### config.mk
export PLATFORM = sky130hd
export DESIGN_NAME = aes_round_key_gen
export DESIGN_NICKNAME = d
export VERILOG_FILES = /design/src/rtl/aes_round_key_gen.sv
export SDC_FILE = /design/constraint.sdc
export NUM_CORES = 2
export LEC_CHECK = 0
export CAP_MARGIN = 20
export CORE_MARGIN = 5
export CORE_UTILIZATION = 65
export CTS_BUF_LIST = sky130_fd_sc_hd__clkbuf_16
export CTS_CLUSTER_DIAMETER = 40
export DETAILED_ROUTE_END_ITERATION = 8
export PLACE_DENSITY_LB_ADDON = 0.12
export SYNTH_ARGS = -nofsm -noshare
export SYNTH_HDL_FRONTEND = slang
export SYNTH_SLANG_ARGS = --single-unit
### constraint.sdc
create_clock -name Clk -period 20 [get_ports Clk]
set_input_delay 2 -clock Clk [delete_from_list [all_inputs] [get_ports Clk]]
set_output_delay 2 -clock Clk [all_outputs]
set_load 0.01 [all_outputs]
### src/rtl/aes_round_key_gen.sv
// aes_round_key_gen
//   Sequential AES-128 round-key producer for the enc/dec round datapath.
//   Enc=1 streams rk0..rk10. Enc=0 first expands forward to rk10 (10 cycles),
//   then streams rk10..rk0 using the inverse key schedule. One key is
//   transferred per Key_valid/Key_ready handshake.
//
//   Optional feature macro: AES_KEYGEN_CACHE_EN
//     When defined, the last expanded Cipher_key and its rk10 are cached, so a
//     decrypt Start with the same key skips the 10-cycle expansion.
//
// Ports
//   Clk         in   1    clock, rising edge
//   Rst         in   1    synchronous active-high reset
//   Start       in   1    load Cipher_key/Enc (sampled only when idle)
//   Enc         in   1    1 = forward key order, 0 = reverse order
//   Cipher_key  in   128  AES-128 key, [127:96] = w0
//   Key_ready   in   1    consumer accepts Key this cycle
//   Key_valid   out  1    Key/Round/Last valid
//   Key         out  128  round key
//   Round       out  4    schedule index of Key (0..10)
//   Last        out  1    final key of the stream
//   Busy        out  1    from accepted Start until final handshake
//
// FSM states
//   state    | meaning
//   S_IDLE   | waiting for Start
//   S_EXPAND | decrypt pre-expansion, one forward step per cycle up to rk10
//   S_STREAM | presenting keys, one step per handshake

`ifndef AES_BLOCK_SIZE
`define AES_BLOCK_SIZE 128
`endif

module aes_round_key_gen #(
  parameter int NR       = 10,
  parameter int KEY_BITS = `AES_BLOCK_SIZE
) (
  input  logic                Clk,
  input  logic                Rst,
  input  logic                Start,
  input  logic                Enc,
  input  logic [KEY_BITS-1:0] Cipher_key,
  input  logic                Key_ready,
  output logic                Key_valid,
  output logic [KEY_BITS-1:0] Key,
  output logic [3:0]          Round,
  output logic                Last,
  output logic                Busy
);

  generate
    if (NR != 10 || KEY_BITS != 128) begin : g_param_check
      $error("aes_round_key_gen supports AES-128 only (NR=10, KEY_BITS=128)");
    end
  endgenerate

  localparam logic [3:0] RND_LAST = 4'(NR);

  typedef enum logic [1:0] {S_IDLE, S_EXPAND, S_STREAM} state_t;

  state_t state;
  logic   enc_q;

  // GF(2^8) multiply modulo x^8+x^4+x^3+x+1
  function automatic logic [7:0] gf_mul(input logic [7:0] a, input logic [7:0] b);
    logic [7:0] p;
    logic [7:0] aa;
    p  = 8'h00;
    aa = a;
    for (int i = 0; i < 8; i++) begin
      if (b[i]) p = p ^ aa;
      aa = {aa[6:0], 1'b0} ^ (aa[7] ? 8'h1b : 8'h00);
    end
    return p;
  endfunction

  // S-box computed as affine(x^254); x^254 is the field inverse and maps 0 to 0
  function automatic logic [7:0] sbox(input logic [7:0] x);
    logic [7:0] sq;
    logic [7:0] inv;
    sq  = x;
    inv = 8'h01;
    for (int k = 1; k < 8; k++) begin
      sq  = gf_mul(sq, sq);
      inv = gf_mul(inv, sq);
    end
    return inv ^ {inv[6:0], inv[7]} ^ {inv[5:0], inv[7:6]} ^
           {inv[4:0], inv[7:5]} ^ {inv[3:0], inv[7:4]} ^ 8'h63;
  endfunction

  function automatic logic [7:0] rcon(input logic [3:0] idx);
    logic [7:0] r;
    case (idx)
      4'd1:    r = 8'h01;
      4'd2:    r = 8'h02;
      4'd3:    r = 8'h04;
      4'd4:    r = 8'h08;
      4'd5:    r = 8'h10;
      4'd6:    r = 8'h20;
      4'd7:    r = 8'h40;
      4'd8:    r = 8'h80;
      4'd9:    r = 8'h1b;
      4'd10:   r = 8'h36;
      default: r = 8'h00;
    endcase
    return r;
  endfunction

  // One shared SubWord serves both directions: the forward step substitutes
  // w3, the inverse step substitutes the recovered w3' = w3 ^ w2.
  logic [31:0] w0, w1, w2, w3;
  logic        inv_step;
  logic [31:0] sub_src, rot_word, sub_word, t_word;
  logic [3:0]  rcon_idx;
  logic [31:0] f0, f1, f2, f3;
  logic [31:0] i0, i1, i2, i3;
  logic [127:0] fwd_key, inv_key;

  assign {w0, w1, w2, w3} = Key;
  assign inv_step = (state == S_STREAM) && !enc_q;
  assign sub_src  = inv_step ? (w3 ^ w2) : w3;
  assign rot_word = {sub_src[23:0], sub_src[31:24]};
  assign rcon_idx = inv_step ? Round : Round + 4'd1;

  for (genvar g = 0; g < 4; g++) begin : g_sbox
    assign sub_word[8*g +: 8] = sbox(rot_word[8*g +: 8]);
  end

  assign t_word = sub_word ^ {rcon(rcon_idx), 24'h000000};

  assign f0 = w0 ^ t_word;
  assign f1 = w1 ^ f0;
  assign f2 = w2 ^ f1;
  assign f3 = w3 ^ f2;
  assign fwd_key = {f0, f1, f2, f3};

  assign i3 = w3 ^ w2;
  assign i2 = w2 ^ w1;
  assign i1 = w1 ^ w0;
  assign i0 = w0 ^ t_word;
  assign inv_key = {i0, i1, i2, i3};

`ifdef AES_KEYGEN_CACHE_EN
  logic [127:0] cache_key;
  logic [127:0] cache_rk10;
  logic         cache_valid;
  logic         cache_hit;
  assign cache_hit = cache_valid && (Cipher_key == cache_key);
`endif

  always_ff @(posedge Clk) begin
    if (Rst) begin
      state     <= S_IDLE;
      enc_q     <= 1'b0;
      Key_valid <= 1'b0;
      Key       <= '0;
      Round     <= 4'd0;
      Last      <= 1'b0;
      Busy      <= 1'b0;
`ifdef AES_KEYGEN_CACHE_EN
      cache_valid <= 1'b0;
`endif
    end else begin
      case (state)
        S_IDLE: begin
          if (Start) begin
            Busy  <= 1'b1;
            enc_q <= Enc;
            Key   <= Cipher_key;
            Round <= 4'd0;
            Last  <= 1'b0;
            if (Enc) begin
              state     <= S_STREAM;
              Key_valid <= 1'b1;
            end
`ifdef AES_KEYGEN_CACHE_EN
            else if (cache_hit) begin
              Key       <= cache_rk10;
              Round     <= RND_LAST;
              state     <= S_STREAM;
              Key_valid <= 1'b1;
            end
`endif
            else begin
              state     <= S_EXPAND;
              Key_valid <= 1'b0;
`ifdef AES_KEYGEN_CACHE_EN
              // key captured now, entry becomes valid once rk10 is known
              cache_key   <= Cipher_key;
              cache_valid <= 1'b0;
`endif
            end
          end
        end

        S_EXPAND: begin
          Key   <= fwd_key;
          Round <= Round + 4'd1;
          if (Round == RND_LAST - 4'd1) begin
            state     <= S_STREAM;
            Key_valid <= 1'b1;
`ifdef AES_KEYGEN_CACHE_EN
            cache_rk10  <= fwd_key;
            cache_valid <= 1'b1;
`endif
          end
        end

        S_STREAM: begin
          if (Key_valid && Key_ready) begin
            if (Last) begin
              state     <= S_IDLE;
              Key_valid <= 1'b0;
              Last      <= 1'b0;
              Busy      <= 1'b0;
            end else if (enc_q) begin
              Key   <= fwd_key;
              Round <= Round + 4'd1;
              Last  <= (Round == RND_LAST - 4'd1);
            end else begin
              Key   <= inv_key;
              Round <= Round - 4'd1;
              Last  <= (Round == 4'd1);
            end
          end
        end

        default: state <= S_IDLE;
      endcase
    end
  end

endmodule
; Word-level counts from Yosys, hierarchy flattened
; Memories as Yosys holds them, arrays and structs flattened.
; Index checks and enable logic that the tools add are counted.
[classes]
n_bitwise = 784
muxes = 843
addsub = 2
n_reduce_logical = 12
n_eq_ne = 9
[op_table]
columns = cell, n
row1 = $mux 8, 420
row2 = $xor 8x8->8, 380
row3 = $xor 8x5->8, 364
row4 = $mux 5, 368
row5 = $mux 128, 3
row6 = $pmux 128 s3, 1
row7 = $xor 32x32->32, 8
row8 = $mux 96, 1
row9 = $mux 4, 9
row10 = $mux 32, 1
row11 = $mux 7, 4
row12 = $not 1->1 const A, 28
row13 = $mux 6, 4
row14 = $mux 2, 9
row15 = $not 4->4, 4
row16 = $mux 1, 14
row17 = $mux 3, 4
row18 = $pmux 4 s3, 1
row19 = $reduce_and 4->1, 3
row20 = $ne 2x2->1 const B, 4
row21 = $pmux 2 s3, 1
row22 = $reduce_and 5->1, 1
row23 = $add 4x1->4 const B, 1
row24 = $eq 4x1->1 const B, 1
row25 = 14 further kinds, 16
[word_totals]
regBits = 138
wordCells = 1658
output_inout_bits = 135
mem_bits_ro = 128
mem_count = 1
[memory_table]
columns = name, words, word_bits, read_ports, rd_ports_with_merged_regs, wr, line_no
row1 = (name not given), 16, 8, 1, 0, 0, 93  ; case (idx)

; Longest topological paths before layout
[depth]
depth_word = 144
ltp_mapped = 78
ltp_nobuf = 66

; Worst setup path before layout
; No wires, ideal clock.
[synth_path]
kind = reg-to-reg
from = register state[0]
to = register Key[31]
stages_incl_launch_ff = 74
period_less_slack_ns = 17.265
arrival_ns = 17.133
setup_time_ns = 0.132
slack_ns = 2.735
path_buffers = 11
path_cell_list = dfxtp_1 > inv_1 > ha_1 > buf_4 > nand3b_4 > xor2_4 > inv_2 > ha_1 > inv_2 > xnor3_1 > nor2_1 > xnor2_1 > xnor2_2 > xor2_2 > inv_1 > clkbuf_1 > buf_1 > ha_1 > (+38 left out) > o32a_1 > xnor2_1 > o22a_1 > a21oi_1 > nor2_1 > o311ai_1 > xnor3_1 > xor2_1 > mux2_2 > o22ai_1 > xnor3_1 > xor3_2 > xnor3_1 > xnor2_2 > o21ai_1 > a221o_1 > o211ai_1 > a21oi_1
[synth_between]
elab_chain_cells = 140
word_cells_on_any_way = 410
classes_between = eq/ne (5) / mux (209) / bitwise (191) / reduce/logical (4) / memory (1)
[synth_lines]
columns = item, line_no
row1 = start: declaration, 61  ; state_t state;
row2 = start signal: assignment, 153  ; state <= S_IDLE;
row3 = start signal: assignment, 173  ; state <= S_STREAM;
row4 = start signal: assignment, 185  ; state <= S_EXPAND;
row5 = $eq 2x2->1, "120, 164"
row6 = $logic_and 1x1->1, 120  ; assign inv_step = (state == S_STREAM) && !enc_q;
row7 = $mux 32, 121  ; assign sub_src = inv_step ? (w3 ^ w2) : w3;
row8 = $mux 5, 72  ; aa = {aa[6:0], 1'b0} ^ (aa[7] ? 8'h1b : 8'h00);
row9 = $xor 8x5->8, 72
row10 = $xor 8x8->8, 71  ; if (b[i]) p = p ^ aa;
row11 = $mux 8, 71
row12 = $xor 8x8->8, 71
row13 = (+124 left out), n/a
row14 = $xor 32x32->32, 131  ; assign f0 = w0 ^ t_word;
row15 = $xor 32x32->32, 132  ; assign f1 = w1 ^ f0;
row16 = $xor 32x32->32, 133  ; assign f2 = w2 ^ f1;
row17 = $xor 32x32->32, 134  ; assign f3 = w3 ^ f2;
row18 = $mux 96, 216  ; end else if (enc_q) begin
row19 = $mux 128, 211  ; if (Last) begin
row20 = $mux 128, 210  ; if (Key_valid && Key_ready) begin
row21 = $pmux 128 s3, 164  ; case (state)
row22 = end signal: assignment, 169  ; Key <= Cipher_key;
row23 = end signal: assignment, 217  ; Key <= fwd_key;
row24 = end signal: assignment, 221  ; Key <= inv_key;
row25 = end: declaration, 45  ; output logic [KEY_BITS-1:0] Key,
; Parallel ways exist; a longest one is shown, timed or not. The select of a mux whose other input is x is not followed.
; A chain may end at the register's enable or synchronous reset.

; Worst setup path in the final report
[layout_path]
from = register state[0]
to = register Key[7]
; Same word-level chain as after synthesis.

==> run metrics <==
max-slew violations 0; worst-case hold slack 0.503 ns; Arrival @ worst endpoint 19.60 ns; HPWL Detailed 188000 µm; yosys warns 0; top layer in use met5; gr usage total 40.9%; CTS Hold Buffers Added 0; first-pass GRT wire length 385000 µm; Mapped Avg Cell Area 7.41 µm²; Yosys reg bits 138; Max Clk Rate 52.1 MHz; # fillers 9062; post-DR vias/cell 6.66; vias in the first global route 66700; Worst Setup Path Type reg -> reg; # clock sinks 138; Async SR Flop Fraction 0%; Setup Viol. Count Final 0; Post-Route M1 WL 98700 µm; largest net degree at the start of global routing 83; layout net count 9641; proportion of layout cells with a drive suffix above 1 8.95%; Worst Slack Setup Final 0.820 ns; WL met3 34000 µm; antenna-violating nets left 0; Clock Tree Root clkbuf_16; Routed wire per std cell 23.0 µm; EDFF count, synth 0; Worst Max-Slew Pin Slew 1.16 ns; Syn Nets 9676; DRT iter0 DRCs 10300; status completed; Post-Syn Instances 9513; HP Class reg -> reg; post-synthesis sequential area ratio 3.92%; Tcrit/Tclk final 95.9%; clk buf depth 2; setup slack at placement 0.135 ns; type of origin of the critical path flip-flop; skew final 0.0181 ns; Skew-Pair Late Insertion Delay 0.49 ns; DRC 0; Slowest cell on crit path xnor3_1; htree depth 4; Most used DFF post-synth dfxtp_1; Initial Util 65.7%; Cell Area, Synth 0.0705 mm²; Critical Path End Type flip-flop; WP buf/inv 5; multi-input logic area 0.0648 mm²; Core Region 0.107 mm²; input/output buffers 267; dominant cell type by area after synthesis xnor2_1; CTS buffer count 17; Routed WL 251000 µm; max cap viols 0; die height 339 µm; Slew headroom 22.2%; Worst Path Required 20.42 ns; DIE AREA 0.115 mm²; met2 wire length 107000 µm; final count of hold timing violations 0; Synth top area share 21.0%; Netlist cell types 124; IO Pins 268; RSZ-0062 raised after global routing no; Die Wd 339 µm; Worst-path clk slew 0.07 ns; DR pass1 iterations 9; initial antenna violation count 11; CP max stage delay 0.82 ns; CTS tree done; row cnt 120; RePlAce Congestion 1.03; register area 0.00277 mm²; top post-synthesis cells by area xnor2_1, xnor3_1, nor2_1, xor2_1, nand2_1; Final min period 19.18 ns; area added between synthesis and finish 7.52%; Vias 72600; crit-path leading delay family XOR/XNOR gates; total grt overflow 0; Setup TNS 0 ns; CP max FO 24
[flip-flops by register name, indices dropped and copies added (netlist names)]
register and count:
Last 1, enc_q 1, Round 4, state 2, Key 128, Busy 1
Key_valid 1
[final cells by class]
type                       instances  area share, %
antenna                            6         0.0198
inverter                         132          0.655
sequential                       138           3.65
clock inverter                    14          0.182
timing repair buffer             634           7.18
clock buffer                      17          0.561
multi-input combinational       8555           85.4
tap                             1403           2.32
[tightest hold or removal path, cell delays in order (launching register included)]
cell     delay (ns)
dfxtp_1        0.32
o21ai_0        0.07
a21oi_1        0.06
[cells in the mapped netlist (63+ instances only)]
master and instances:
o22ai_1 90, xnor3_1 380, dfxtp_1 138, a221oi_1 66, mux2i_1 207, a31oi_1 92
xnor2_2 105, clkbuf_1 441, a211oi_1 81, nor2b_1 65, o21ai_0 469, nand2_1 900
xnor2_1 1687, buf_1 66, inv_1 111, nor3_1 268, a21oi_1 563, a22oi_1 87
nor2_1 1412, nand3_1 182, o21ai_1 68, nand2b_1 63, xor2_1 520, buf_2 117
[placed cells by master (no fill, tap or decap), types with 47 or more instances in the layout]
master	count
nand3_1	182
nand2_1	896
mux2_2	55
clkdlybuf4s50_1	266
and3_1	54
o22ai_1	90
xor2_1	508
xnor2_1	1648
a21oi_1	562
a22oi_1	87
o21ai_0	469
dfxtp_1	137
a221oi_1	66
xor3_1	50
buf_4	365
nor2_1	1408
o211ai_1	62
mux2i_1	207
a31oi_1	92
a211oi_1	80
nor2b_1	65
and2_1	47
xnor2_2	140
inv_1	110
o21ai_1	68
or3_1	50
nor3_1	266
nand2b_1	62
xnor3_1	375
[worst paths after layout]
kind / endpoint / start / depth (start not counted) / slack [ns]
max: Key[7] / state[0] / 59 / 0.82
min: Busy / Busy / 2 / 0.50
max reg2reg: Key[7] / state[0] / 59 / 0.82
min reg2reg: Busy / Busy / 2 / 0.50
[through the flow]
| stage | util [%] | cells | area [µm²] |
|---|---|---|---|
| final | 70.6 | 10900 | 75800 |
| after floorplan | - | 9513 | 70500 |
| after CTS | 70.4 | 10900 | 75500 |
| after detailed placement | 69.8 | 10900 | 75000 |
| after global routing | 70.6 | 10900 | 75800 |
| after global placement | 69.8 | 10900 | 75000 |
[routing by layer]
| metal | global-route usage, % | up-vias |
|---|---|---|
| li1 | - | 32900 |
| met1 | 55.5 | 34200 |
| met2 | 62.1 | 4729 |
| met3 | 11.3 | 723 |
| met4 | 15.1 | 8 |
| met5 | 0 | - |
[cell families (layout without fill, tap and decap cells)]
kind of cell	Yosys count	count (layout)	share of synthesized area (%)
simple gates	3296	3296	20.6
xor+xnor	2819	2819	46.1
compound gates	2135	2135	19.7
buf+inv	820	797	5.02
mux	274	274	4.09
flops	138	138	3.92
fa+ha+maj	31	31	0.547
other cells	0	6	0
[timing repair]
item	CTS	global route
setup buffers	0	2
resized for setup	0	30
setup endpoints to repair	0	83
Power is left out: the tool's default activity adds up to more than one toggle a clock period on the data nets, which glitch-free logic cannot reach.
